## src/rtl/pc_pkg.sv

```systemverilog
// Shared command encoding for the program counter and the control sequencer.
// decode_cmd resolves simultaneous control strobes to a single command.
package pc_pkg;

   typedef enum logic [2:0] {
      CMD_HOLD = 3'd0,
      CMD_CP   = 3'd1,
      CMD_LP   = 3'd2,
      CMD_CALL = 3'd3,
      CMD_RET  = 3'd4,
      CMD_CLR  = 3'd5
   } cmd_e;

   // Fixed priority: clr > ret > call > lp > cp > hold.
   function automatic cmd_e decode_cmd(
      input logic clr,
      input logic ret,
      input logic call,
      input logic lp,
      input logic cp
   );
      cmd_e cmd;
      if (clr)       cmd = CMD_CLR;
      else if (ret)  cmd = CMD_RET;
      else if (call) cmd = CMD_CALL;
      else if (lp)   cmd = CMD_LP;
      else if (cp)   cmd = CMD_CP;
      else           cmd = CMD_HOLD;
      return cmd;
   endfunction

endpackage

```

## src/rtl/lifo_stack.sv

```systemverilog
// Generic register-array LIFO. Pushes when full and pops when empty are dropped;
// the top entry is visible combinationally for zero-latency pops.
module lifo_stack #(
   parameter int WIDTH = 8,
   parameter int DEPTH = 4
) (
   input  logic                       clk,
   input  logic                       rst_n,
   input  logic                       clr,
   input  logic                       push,
   input  logic                       pop,
   input  logic [WIDTH-1:0]           push_data,
   output logic [WIDTH-1:0]           top_data,
   output logic [$clog2(DEPTH):0]     depth,
   output logic                       full,
   output logic                       empty
);

   localparam int AW = $clog2(DEPTH);
   localparam int DW = AW + 1;
   localparam logic [DW-1:0] FULL_CNT = DW'(DEPTH);
   localparam logic [DW-1:0] ONE_CNT  = DW'(1);

   logic [WIDTH-1:0] r_mem [DEPTH];
   logic [DW-1:0]    r_depth;
   logic [AW-1:0]    w_wr_idx;
   logic [AW-1:0]    w_top_idx;
   logic             w_push_ok;
   logic             w_pop_ok;

   assign full      = (r_depth == FULL_CNT);
   assign empty     = (r_depth == '0);
   assign depth     = r_depth;
   assign w_push_ok = push && !full;
   assign w_pop_ok  = pop && !empty && !push;
   assign w_wr_idx  = r_depth[AW-1:0];
   // When full the low bits wrap to zero, so minus one still lands on the top slot.
   assign w_top_idx = r_depth[AW-1:0] - AW'(1);
   assign top_data  = r_mem[w_top_idx];

   always_ff @(posedge clk or negedge rst_n) begin
      if (!rst_n) begin
         r_depth <= '0;
      end else if (clr) begin
         r_depth <= '0;
      end else if (w_push_ok) begin
         r_depth <= r_depth + ONE_CNT;
      end else if (w_pop_ok) begin
         r_depth <= r_depth - ONE_CNT;
      end
   end

   // Contents are don't-care after reset, so the array carries no reset.
   always_ff @(posedge clk) begin
      if (!clr && w_push_ok) begin
         r_mem[w_wr_idx] <= push_data;
      end
   end

endmodule

```

## src/rtl/pc_call_stack.sv

```systemverilog
// Program counter with load/count/bus drive plus call/return through a hardware
// return-address stack; wrap pulses on a rolling increment, err latches stack misuse.
module pc_call_stack
   import pc_pkg::*;
#(
   parameter int               WIDTH     = 8,
   parameter int               DEPTH     = 4,
   parameter logic [WIDTH-1:0] RESET_VEC = '0
) (
   input  logic                     clk,
   input  logic                     rst_n,
   input  logic                     clr,
   input  logic                     lp,
   input  logic                     cp,
   input  logic                     call,
   input  logic                     ret,
   input  logic                     ep,
   input  logic [WIDTH-1:0]         bus_in,
   output logic [WIDTH-1:0]         bus_out,
   output logic [WIDTH-1:0]         bus_oe,
   output logic [WIDTH-1:0]         pc,
   output logic [$clog2(DEPTH):0]   depth,
   output logic                     full,
   output logic                     empty,
   output logic                     wrap,
   output logic                     err
);

   localparam logic [WIDTH-1:0] PC_ONE = WIDTH'(1);

   logic [WIDTH-1:0] r_pc;
   logic             r_wrap;
   logic             r_err;
   cmd_e             w_cmd;
   logic [WIDTH-1:0] w_pc_inc;
   logic [WIDTH-1:0] w_top;
   logic             w_push;
   logic             w_pop;
   logic             w_full;
   logic             w_empty;

   assign w_cmd    = decode_cmd(clr, ret, call, lp, cp);
   assign w_pc_inc = r_pc + PC_ONE;
   assign w_push   = (w_cmd == CMD_CALL) && !w_full;
   assign w_pop    = (w_cmd == CMD_RET) && !w_empty;

   lifo_stack #(
      .WIDTH (WIDTH),
      .DEPTH (DEPTH)
   ) u_stack (
      .clk       (clk),
      .rst_n     (rst_n),
      .clr       (w_cmd == CMD_CLR),
      .push      (w_push),
      .pop       (w_pop),
      .push_data (w_pc_inc),
      .top_data  (w_top),
      .depth     (depth),
      .full      (w_full),
      .empty     (w_empty)
   );

   always_ff @(posedge clk or negedge rst_n) begin
      if (!rst_n) begin
         r_pc   <= RESET_VEC;
         r_wrap <= 1'b0;
         r_err  <= 1'b0;
      end else begin
         r_wrap <= 1'b0;
         case (w_cmd)
            CMD_CLR: begin
               r_pc  <= RESET_VEC;
               r_err <= 1'b0;
            end
            CMD_RET: begin
               if (w_empty) r_err <= 1'b1;
               else         r_pc  <= w_top;
            end
            // A call on a full stack is rejected outright: no push, no jump.
            CMD_CALL: begin
               if (w_full) r_err <= 1'b1;
               else        r_pc  <= bus_in;
            end
            CMD_LP: r_pc <= bus_in;
            CMD_CP: begin
               r_pc   <= w_pc_inc;
               r_wrap <= &r_pc;
            end
            default: ;
         endcase
      end
   end

   assign pc      = r_pc;
   assign wrap    = r_wrap;
   assign err     = r_err;
   assign full    = w_full;
   assign empty   = w_empty;
   assign bus_out = r_pc;
   assign bus_oe  = {WIDTH{ep}};

endmodule
```

## config.mk

```make
export PLATFORM = sky130hd
export DESIGN_NAME = pc_call_stack
export DESIGN_NICKNAME = d
export VERILOG_FILES = /design/src/rtl/pc_pkg.sv /design/src/rtl/lifo_stack.sv /design/src/rtl/pc_call_stack.sv
export SDC_FILE = /design/constraint.sdc
export NUM_CORES = 1
export LEC_CHECK = 0
export CAP_MARGIN = 20
export CORE_ASPECT_RATIO = 0.75
export CORE_MARGIN = 2
export CORE_UTILIZATION = 51
export DETAILED_ROUTE_END_ITERATION = 6
export PLACE_DENSITY = 0.79
export SKIP_CTS_REPAIR_TIMING = 1
export SLEW_MARGIN = 20
export SYNTH_ARGS = -nofsm -noshare
export SYNTH_HDL_FRONTEND = slang
export SYNTH_SLANG_ARGS = --single-unit
```

## constraint.sdc

```tcl
create_clock -name clk -period 3.05 [get_ports clk]
set_input_delay 0.61 -clock clk [delete_from_list [all_inputs] [get_ports clk]]
set_output_delay 0.61 -clock clk [all_outputs]
set_load 0.005 [all_outputs]
```

# [Yosys cells after proc, flatten, opt, wreduce, memory -nomap -nowiden]
# Memory sizes are Yosys's and may differ from the RTL's.
# Index checks and enable logic that the tools add are counted.
[word_totals] mem_count=1 in_bits=16 out_inout_bits=31 ramBits=32 wordCells=53 regBits=13
[memory_table] memory="u_stack.r_mem" words=4 word_bits=8 read_ports=1 rd_clocked_by_memory_dff=0 wr=1 line_no="lifo_stack.sv:24" text="logic [WIDTH-1:0] r_mem [DEPTH];"
[classes] reduce_logical=17 n_addsub=4 mux=17 eq_ne=10
[op_table] operator="8-bit case mux with 5 select lines" n=1
[op_table] operator="8-bit 2-to-1 mux" n=2
[op_table] operator="3-bit 2-to-1 mux" n=5
[op_table] operator="3-bit equality test, second input constant" n=3
[op_table] operator="8-bit by 1-bit adder with 8-bit output, second input constant" n=1
[op_table] operator="8-bit AND reduction" n=1
[op_table] operator="3-bit by 2-bit equality test with 1-bit output, second input constant" n=2
[op_table] operator="1-bit logical AND" n=6
[op_table] operator="1-bit 2-to-1 mux" n=6
[op_table] operator="3-bit AND reduction" n=2
[op_table] operator="3-bit nonzero test" n=2
[op_table] operator="5-bit nonzero test" n=1
[op_table] operator="1-bit zero test" n=4
[op_table] operator="2-bit 2-to-1 mux" n=2
[op_table] operator="2-bit by 1-bit != test with 1-bit output, second input constant" n=2
[op_table] operator="2-bit != test, second input constant" n=2
[op_table] operator="3-bit by 1-bit adder with 3-bit output, second input constant" n=1
[op_table] operator="3-bit by 1-bit equality test with 1-bit output, second input constant" n=1
[op_table] operator="3-bit zero test" n=1
[op_table] operator="1-bit case mux with 3 select lines" n=1
[op_table] operator="3-bit by 1-bit subtractor with 3-bit output, second input constant" n=1
[op_table] operator="2-bit by 1-bit subtractor with 2-bit output, second input constant" n=1

# [Logic depth before layout (Yosys ltp)]
[depth] ltp_word=12 mapped_depth=9 depth_no_buf=8

# [Cells and area by module]
# Synthesis repeated with hierarchy kept, for this count alone.
[hier_totals] hier_cells=169 hier_area_um2=2321.0
[modules_own_cells] module="lifo_stack" seq_area_each_um2=1036.0 cells_per_inst=74 area_each_um2=1470.2 n_inst=1
[modules_own_cells] module="pc_call_stack" seq_area_each_um2=250.2 cells_per_inst=95 area_each_um2=850.8 n_inst=1

# [Least setup slack after synthesis]
# OpenSTA, ideal clock, no wires.
[synth_timing] kind="register -> register" startpoint="reg u_stack.r_depth[0], in the netlist u_stack.depth[0]" endpoint="reg u_stack.r_depth[2], in the netlist u_stack.depth[2]" t_arrival_ps=2122 setup_ps=125 path_buffers=1 path_slack_ps=803 t_required_ps=2925 period_less_slack_ps=2247 path_stages_with_launch=9 path_cell_list="dfrtp_1 buf_2 inv_1 ha_1 nand2_1 and3_1 inv_1 fa_1 a2111oi_0"
[synth_via] elab_chain_cells=6 elab_cells_between_ends=16 classes_between="2 x add/sub; 1 x eq/ne; 3 x mux; 10 x reduce/logical"
[synth_lines] item="from (decl)" line_no="lifo_stack.sv:25" text="logic [DW-1:0] r_depth;"
[synth_lines] item="from (signal assigned)" line_no="lifo_stack.sv:47" text="r_depth <= r_depth + ONE_CNT;"
[synth_lines] item="from (signal assigned)" line_no="lifo_stack.sv:49" text="r_depth <= r_depth - ONE_CNT;"
[synth_lines] item="parallel branches: the longest is 6 deep, another holds 3-bit by 1-bit subtractor with 3-bit output"
# Several ways; the timed one is not identified. The select of a mux whose other input is x is not followed.
# A chain may end at the register's enable or synchronous reset.

# [Worst setup path after layout]
[layout_timing] startpoint="reg u_stack.r_depth[1], in the netlist u_stack.depth[1]" endpoint="out empty"
[layout_via] elab_chain_cells=1
[layout_lines] item="3-bit zero test" line_no="lifo_stack.sv:32" text="assign empty = (r_depth == '0);"
[layout_lines] item="to (decl)" line_no="pc_call_stack.sv:24" text="output logic empty,"
# Every way passes these cells.

==> impl.org <==
** Final layout
- The multi-input combinational cells in the finished layout cover a total of ~840 sq um.
- # diodes :: 0
- Once layout is complete, the utilization of the core stands at 0.615.
- Counting the fill cells in the layout gives 316.
- In the final layout, the share of cells above drive strength 1 is 0.152.
- Total number of nets in the final design :: 218
- Area growth from synthesis to layout :: 17.2%
- Across the whole layout, storage elements account for 0.00129 sq mm.

** Global routing
- Via count of the first global-routing pass :: 1401
- Sum of overflow across all layers after global routing :: 0
- Wire length of the first global-routing pass :: 6860 um
- Entering global routing, the biggest net connects 16 pins.
- Overall global routing resource usage :: 0.182
- Antenna violations before repair :: 0

** Floorplan
- From left edge to right edge, the die measures 81.8 um.
- The initialized floorplan defines 21 standard-cell rows.
- Overall die height :: 62.3 um
- During I/O placement, the number of pins put on the boundary was 47.
- The region available for standard cell placement spans 0.00441 sq mm.
- Die area :: 0.00510 sq mm
- Initial Util :: 0.524

** Power and ir drop
- The completed layout was analyzed and its total power is 2.16 mW.
- VDD sags by at most 0.000370 V.
- Power per Cell Area :: around 800 mW/mm^2
- Leakage power total :: 0.989 nW

** Synth
- Cell Area, Synth :: approximately 0.0023 sq mm
- Commonest cells in the synthesized netlist :: 32 x edfxtp_1, 16 x buf_4, 13 x dfrtp_1
- Warnings, synthesis :: 0
- Yosys instantiated no cell more often than edfxtp_1.
- Summed over all instances, the cell type with the most area after synthesis is edfxtp_1.
- Largest cells by area after synthesis :: edfxtp_1 42%, dfrtp_1 14%, mux4_2 7.8%
- Number of register bits inferred by synthesis :: between 40 and 50
- Fraction of post-synthesis cell area in the top cell type by area :: 0.415
- The most used flip-flop cell after synthesis is edfxtp_1.
- The average instance in the mapped netlist occupies approximately 14 sq um.
- Counting flops with an async set or reset pin after synthesis yields a share of 0.289.
- Synthesis produced 170 cells.
- Number of flops mapped to enable cells by yosys :: 32
- Number of nets in the synthesized netlist :: 192
- Sequential fraction of the synthesis area :: 0.556
- After synthesis, the netlist uses 46 different library cells.

** Setup path
- Along the worst path, the maximum fanout reaches 7.
- Slowest cell on the critical path :: clkdlybuf4s50_1
- Delay of the slowest critical-path stage :: 0.56 ns
- Worst path arrival time :: 1.95 ns
- The worst register-to-register path ends at u_stack.depth[2].
- The worst setup path is of the flop to output port kind.
- Flop-to-flop setup slack :: roughly 0.90 ns
- Worst-case reg-to-reg path depth :: 7
- Nature of the critical path endpoint :: output port
- In this run the critical register-to-register path is launched from u_stack.depth[1].
- For the worst setup path, the data required time is 2.44 ns.
- The signal on the critical path passes through inv_1, ha_1, nor2b_1, clkdlybuf4s50_1.
- The worst setup path is launched from a flop.

** Route
- Wire length reported by the detailed router :: 4320 um
- Number of nets with antenna violations after detailed routing :: 0
- Total number of vias :: around 1.4k
- Violation count after the first detailed-route iteration :: 76
- Number of iterations in the first detailed-routing pass :: 4
- For this run, design rule violations remaining after detail routing come to 0.
- Dividing the detail-routed wire length by the instance count gives 17.0 um.
- Via density :: approximately 5.7

** Timing
- Min Hold Slack :: 0.535 ns
- The final hold violation count is 0.
- Setup repair after global routing left no endpoint under its margin.
- Static timing analysis puts the maximum clock frequency at approximately 390 MHz.
- Of the available clock period, the critical path in the final layout requires 0.841.
- For the pin with the worst max-slew slack, the measured transition is 0.630 ns.
- Adding up every negative setup slack in the final design gives 0 ns.
- The clock period could shrink to 2.56 ns.
- Worst setup skew after layout :: 0.00385 ns
- Setup violations remaining at the end of the flow were counted as 0.
- Worst-case headroom to the max-slew limit :: 0.579
- The final count of pins violating max slew was 0.

** Worst hold path
- Kind of path behind the tightest hold check :: flop to flop
- Worst hold path endpoint :: err
- Start point of the worst min-delay path :: err
- WHS Path Cells :: 2

** CTS
- Clock-pin slew was measured on the worst setup and hold paths at 0.08 ns.
- The clock tree synthesis step divided the H-tree into 2 levels.
- CTS tree :: built
- TritonCTS created 5 clock buffers.
- For the worst-skew pair, the clock arrives at the later sink with an insertion delay of 0.29 ns.
- CTS saw 45 sinks.
- The root buffer cell chosen for the clock tree is clkbuf_8.
- The clock passes through at most 2 buffers.

** Placement
- Detailed placement HPWL :: 3230 um
- During placement, the flow inserted port buffers numbering 37.
- Routability-driven placement finished with a final weighted congestion of around 0.89.

** Run status
- The flow ran to the end, and the final reports show no timing, DRC or antenna violations.

** Flow run
- Total of max-cap violations :: 0
[critical path, delay by kind of cell (launching register included)]
kind | cells | cell delay (ns)
adder cells (fa/ha/maj) | 1 | 0.28
flip-flops | 1 | 0.47
AND/OR/NAND/NOR | 1 | 0.24
buffers and inverters | 2 | 0.68
[how the worst max path moves through the flow]
stage | startpoint | to | slack (ns) | cells past startpoint
after global placement | ret | u_stack.depth[2] | 0.64 | 6
after CTS | u_stack.depth[1] | empty | 0.46 | 4
final | u_stack.depth[1] | empty | 0.49 | 4
after global routing | u_stack.depth[1] | empty | 0.38 | 4
after detailed placement | ret | u_stack.depth[2] | 0.55 | 6
after floorplan | u_stack.depth[0] | u_stack.depth[2] | 0.80 | 8
[power by group]
part | internal (mW) | leakage [nW] | switching [mW]
logic | 0.489 | 0.485 | 0.401
registers | 0.799 | 0.462 | 0.106
clock network | 0.163 | 0.0414 | 0.198
[flip-flops by register name, indices dropped and copies added (netlist names)]
signal	count
u_stack.r_mem	32
u_stack.depth	3
err	1
wrap	1
bus_out	8
[layout make-up]
class,instances,area share
Timing Repair Buffer,41,0.148
Clock buffer,6,0.0268
Sequential cell,45,0.474
Clock inverter,2,0.00600
Tap cell,57,0.0263
Multi-Input combinational cell,96,0.310
Inverter,7,0.00969
[metal layers]
layer	global-route usage	wire (um)	share of wire	vias to the layer above
li1	-	-	-	674
met1	0.250	1790	0.41	698
met2	0.285	2070	0.48	64
met3	0.0494	419	0.097	7
met4	0.0500	42	0.0097	0
met5	0	0	0	-
[stage by stage]
step,setup WS [ns],cells,area [sq um]
floorplan,0.803,170,2310
global placement,0.643,246,2620
detailed placement,0.554,246,2620
CTS,0.464,254,2710
global route,0.382,254,2710
finish,0.485,254,2710
[cell usage in the layout, fill, tap and decap left out, types with 6 or more instances in the layout]
master and instances:
nand2_1 10, dfrtp_1 13, nand3_1 7, inv_1 7, nor2_1 8, edfxtp_1 32
xnor2_1 6, mux4_2 8, clkdlybuf4s50_1 37
[logic make-up (layout without fill, tap and decap cells)]
| family | after synthesis | count (layout) | share of synthesized area |
|---|---|---|---|
| flops | 45 | 45 | 0.556 |
| simple gates | 48 | 48 | 0.119 |
| fa+ha+maj | 6 | 6 | 0.0357 |
| buf+inv | 29 | 56 | 0.0816 |
| xor+xnor | 7 | 7 | 0.0265 |
| compound gates | 26 | 26 | 0.0995 |
| mux | 9 | 9 | 0.0822 |
Note: power is estimated with default switching activity, not from simulation.
==> patch 1 (config.mk and constraints unchanged) <==
Register the output `err` once more; this adds one clock of latency there. The other outputs are not delayed to match.
--- a/src/rtl/pc_call_stack.sv
+++ b/src/rtl/pc_call_stack.sv
@@ -94,5 +94,7 @@
    assign pc      = r_pc;
    assign wrap    = r_wrap;
-   assign err     = r_err;
+   always_ff @(posedge clk) begin
+      err <= r_err;
+   end
    assign full    = w_full;
    assign empty   = w_empty;
Behaviour: not the same (a bounded check fails within 4 cycles, from zero or initial values and one cycle with rst_n low).
==> patch 1 against the original RTL <==
  * Area after synthesis up 0.86%
  * Final area up 0.78%
  * Synthesized cell count rose by 0.59%
  * Worst setup slack improved by 0.015 ns
  * Sequential cell count is 1 higher
  * Clock skew increased by 0.00082 ns
  * Critical path depth unchanged
  * Wire length increased by 7.9%
  * Power rose by 2.0%
==> patch 1: results (changes against the original RTL) <==
* Syn avg cell area at 13.65 sq um (was 13.62 sq um)
* TritonRoute pass-1 iters at 6 (was 4)
* Unique masters post-synth at 47 (was 46)
* Register area share after synthesis at 55.95% (was 55.57%)
* Relative slew slack at 57.03% (was 57.88%)
* Largest net degree at the start of global routing at 16 (unchanged)
* Syn nets at 193 (was 192)
* Sequential cell area share at 47.78% (was 47.42%)
* Fill count at 322 (was 316)
* Layout net count at 219 (was 218)
* Detailed placement HPWL at 3.358 mm (was 3.235 mm)
* Clock-cell share at 3.295% (was 3.275%)
* Async S/R FF share, synth at 28.26% (was 28.89%)
* Share of cells above drive strength 1 at 15.66% (was 15.23%)
* Clock sinks at 46 (was 45)
* Vias at 1,473 (was 1,443)
* Status: complete, no violations (unchanged)
* Worst Hold Class: flop to flop (unchanged)
* Largest cells by area after synthesis: edfxtp_1 (41%), dfrtp_1 (14%), mux4_2 (7.7%), buf_4 (5.1%), ha_1 (2.7%) (was edfxtp_1 (42%), dfrtp_1 (14%), mux4_2 (7.8%), buf_4 (5.2%), ha_1 (2.7%))
* First-pass GRT wire length at 7.383 mm (was 6.858 mm)
* Initial drt markers at 115 (was 76)
* Layout Cells excl Fill at 255 (was 254)
* Total Wirelength at 4.663 mm (was 4.322 mm)
* Fraction of area in non-clock buffers at 14.65% (was 14.76%)
* Number of global-route vias before repair at 1,418 (was 1,401)
* Top FF cell, synth: edfxtp_1 (unchanged)
* Worst VDD drop at 0.0004327 V (was 0.0003699 V)
* Worst Skew at 0.004675 ns (was 0.003855 ns)
* Fraction of area in multi-input gates at 30.71% (was 30.95%)
* Placed Cells incl. Taps at 247 (was 246)
## patch 1: through the flow
step	instance area (sq um)	setup slack [ns]
after detailed placement	2644	0.4969
after floorplan	2335	0.8027
after global placement	2644	0.6340
after global routing	2734	0.3734
final	2734	0.5003
after CTS	2734	0.4970
## patch 1: power by group
group | internal, uW | switching [uW]
clock network | 161 | 212
logic | 489 | 411
registers | 817 | 109
## patch 1: cell families (layout without fill, tap and decap cells)
group,after synthesis,after routing,share of synthesized area (%)
muxes,9,9,8.146
DFF,46,46,55.95
adders and majority gates,6,6,3.537
buffers and inverters,29,56,8.092
and+or+nand+nor,48,48,11.79
xor gates and xnor gates,7,7,2.626
AOI/OAI and AO/OA,26,26,9.861
## patch 1: worst paths after layout
| check | from | end | slack [ns] | depth (start not counted) |
|---|---|---|---|---|
| min | r_err$_DFFE_PN0P_ | err$_DFF_P_ | 0.38 | 0 |
| max | u_stack.depth[1]$_DFFE_PN0P_ | empty | 0.50 | 4 |
| max in group asynchronous | rst_n | bus_out[4]$_DFFE_PN0P_ | 1.94 | 1 |
| max reg2reg | u_stack.depth[1]$_DFFE_PN0P_ | u_stack.depth[2]$_DFFE_PN0P_ | 0.80 | 7 |
| min in group asynchronous | rst_n | bus_out[7]$_DFFE_PN0P_ | 0.69 | 1 |
| min reg2reg | r_err$_DFFE_PN0P_ | err$_DFF_P_ | 0.38 | 0 |
## patch 1: worst max-delay path: cells and delay by family (launching register included)
family / cells / cell delay (ns)
buf+inv: 2 / 0.65
fa+ha+maj: 1 / 0.29
flops: 1 / 0.47
simple gates: 1 / 0.23
## patch 1: metal layers
metal	up-vias	part of all wire (%)	track usage [%]
met2	72	48	29.88
met4	0	1.3	5.625
met5	-	0	0
met3	8	9.5	7.659
met1	718	41	26.51
li1	675	-	-
==> patch 2 (config.mk and constraints unchanged) <==
Made on the original files. `DEPTH` is set to 4 in 2 places; all go to 2.
--- a/src/rtl/lifo_stack.sv
+++ b/src/rtl/lifo_stack.sv
@@ -3,5 +3,5 @@
 module lifo_stack #(
    parameter int WIDTH = 8,
-   parameter int DEPTH = 4
+   parameter int DEPTH = 2
 ) (
    input  logic                       clk,
--- a/src/rtl/pc_call_stack.sv
+++ b/src/rtl/pc_call_stack.sv
@@ -5,5 +5,5 @@
 #(
    parameter int               WIDTH     = 8,
-   parameter int               DEPTH     = 4,
+   parameter int               DEPTH     = 2,
    parameter logic [WIDTH-1:0] RESET_VEC = '0
 ) (
Ports: changed (resized depth); port bits go from 47 to 46. The function was not compared with the original's and may differ.
==> patch 2 against the original RTL <==
  * Sequential cell count shrank 17
  * Final area down 29%
  * Global-route usage rose by 5.4 points
  * Sequential power is 52% lower
  * Power fell by 64%
  * Largest cell class unchanged
  * Combinational power is 85% lower
  * Worst setup slack better by 0.37 ns
  * Wire length shrank 14%
  * Area after synthesis decreased by 31%
  * Highest routed layer unchanged
  * Clock skew grew 0.00058 ns
  * Critical path type is now input port to flop
==> patch 2: results (changes against the original RTL) <==
* First-pass GRT wire length at 5.954 mm (was 6.858 mm)
* Total GRT Usage at 23.52% (was 18.16%)
* Switch share at 25.00% (was 32.67%)
* Share of cells above drive strength 1 at 10.30% (was 15.23%)
* Status: complete, no violations (unchanged)
* Routed wl met3 at 352 um (was 419 um)
* Register area share after synthesis at 48.64% (was 55.57%)
* Placement Setup Slack at 0.5811 ns (was 0.5537 ns)
* Unique masters post-synth at 43 (was 46)
* Wirelength per Cell at 18.31 um (was 17.02 um)
* Worst Skew at 0.004431 ns (was 0.003855 ns)
* Met3 Usage GRT at 6.022% (was 4.942%)
* WL met1 at 1.654 mm (was 1.786 mm)
* R2R depth at 5 (was 7)
* Relative slew slack at 58.03% (was 57.88%)
* CP max stage delay at 0.76 ns (was 0.56 ns)
* Vias at 1,222 (was 1,443)
* Largest net degree at the start of global routing at 17 (was 16)
* Placed instance area at 1878 sq um (was 2624 sq um)
* Detailed placement HPWL at 2.801 mm (was 3.235 mm)
* Synth Instances at 145 (was 170)
* TritonRoute pass-1 iters at 4 (unchanged)
* Port buffer count at 36 (was 37)
* CTS Buf Count at 3 (was 5)
* Post-synth EDFFs at 16 (was 32)
* Worst VDD drop at 0.0003007 V (was 0.0003699 V)
* Vias/cell at 6.020 (was 5.681)
* Layout net count at 183 (was 218)
* Placed Cells incl. Taps at 199 (was 246)
* Initial drt markers at 121 (was 76)
* GR Layer Usage met1 at 32.50% (was 24.98%)
* Max reg flops at 16 (was 32)
* Lkg Pwr at 0.0006979 uW (was 0.0009886 uW)
* Crit Path Max Fanout at 13 (was 7)
* Placer Congestion at 0.8887 (was 0.8880)
* Arr. time, crit path at 2.35 ns (was 1.95 ns)
* Largest cells by area after synthesis: edfxtp_1 (30%), dfrtp_1 (19%), buf_4 (7.5%), mux2_2 (3.5%), nand2_1 (2.3%) (was edfxtp_1 (42%), dfrtp_1 (14%), mux4_2 (7.8%), buf_4 (5.2%), ha_1 (2.7%))
* Synth top cells by count: buf_4 (16), edfxtp_1 (16), dfrtp_1 (12), nand2_1 (10), nor2_1 (10) (was edfxtp_1 (32), buf_4 (16), dfrtp_1 (13), nand2_1 (10))
==> patch 2: cell types whose count changed in the layout (fill, tap and decap cells not counted), moves of 4 or more <==
cell / change
inv_1: -5
ha_1: -4
mux2_2: +5
and2_1: -5
nor3_1: +4
edfxtp_1: -16
mux4_2: -8
o2bb2ai_1: +4
==> patch 2: cell type report <==
cell class              count  area (sq um)
clock buffers               3         41.29
inverters                   2         7.507
fillers                   247          1055
clock inverters             1         3.754
repair buffers             38         375.4
well taps                  38         47.55
multi-input cells          93         666.9
flip-flops and latches     28         780.7
==> patch 2: cell families (layout without fill, tap and decap cells) <==
group                    Yosys count  count (layout)  synth area share (%)
flip-flops                        28              28                 48.64
multiplexers                       8               8                 5.378
AO/OA/AOI/OAI                     29              29                 14.89
AND/OR/NAND/NOR                   49              49                 17.23
XOR/XNOR                           6               6                 3.274
adder cells (fa/ha/maj)            1               1                0.7793
buffers and inverters             24              44                 9.821
==> patch 2: path summary, 6_finish.rpt <==
check / startpoint / endpoint / slack, ns
min in group asynchronous: rst_n / bus_out[3]$_DFFE_PN0P_ / 0.68
min reg2reg: err$_DFFE_PN0P_ / err$_DFFE_PN0P_ / 0.52
max in group asynchronous: rst_n / bus_out[0]$_DFFE_PN0P_ / 2.03
min: err$_DFFE_PN0P_ / err$_DFFE_PN0P_ / 0.52
max: ret / bus_out[1]$_DFFE_PN0P_ / 0.85
max reg2reg: bus_out[0]$_DFFE_PN0P_ / bus_out[4]$_DFFE_PN0P_ / 1.18
==> patch 2: power by group through the flow <==
stage	Sequential (uW)	Clock (uW)	Combinational (uW)
floorplan	435	0	81.2
global placement	440	0	133
detailed placement	441	0	136
CTS	433	202	137
global route	435	221	148
finish	433	202	137
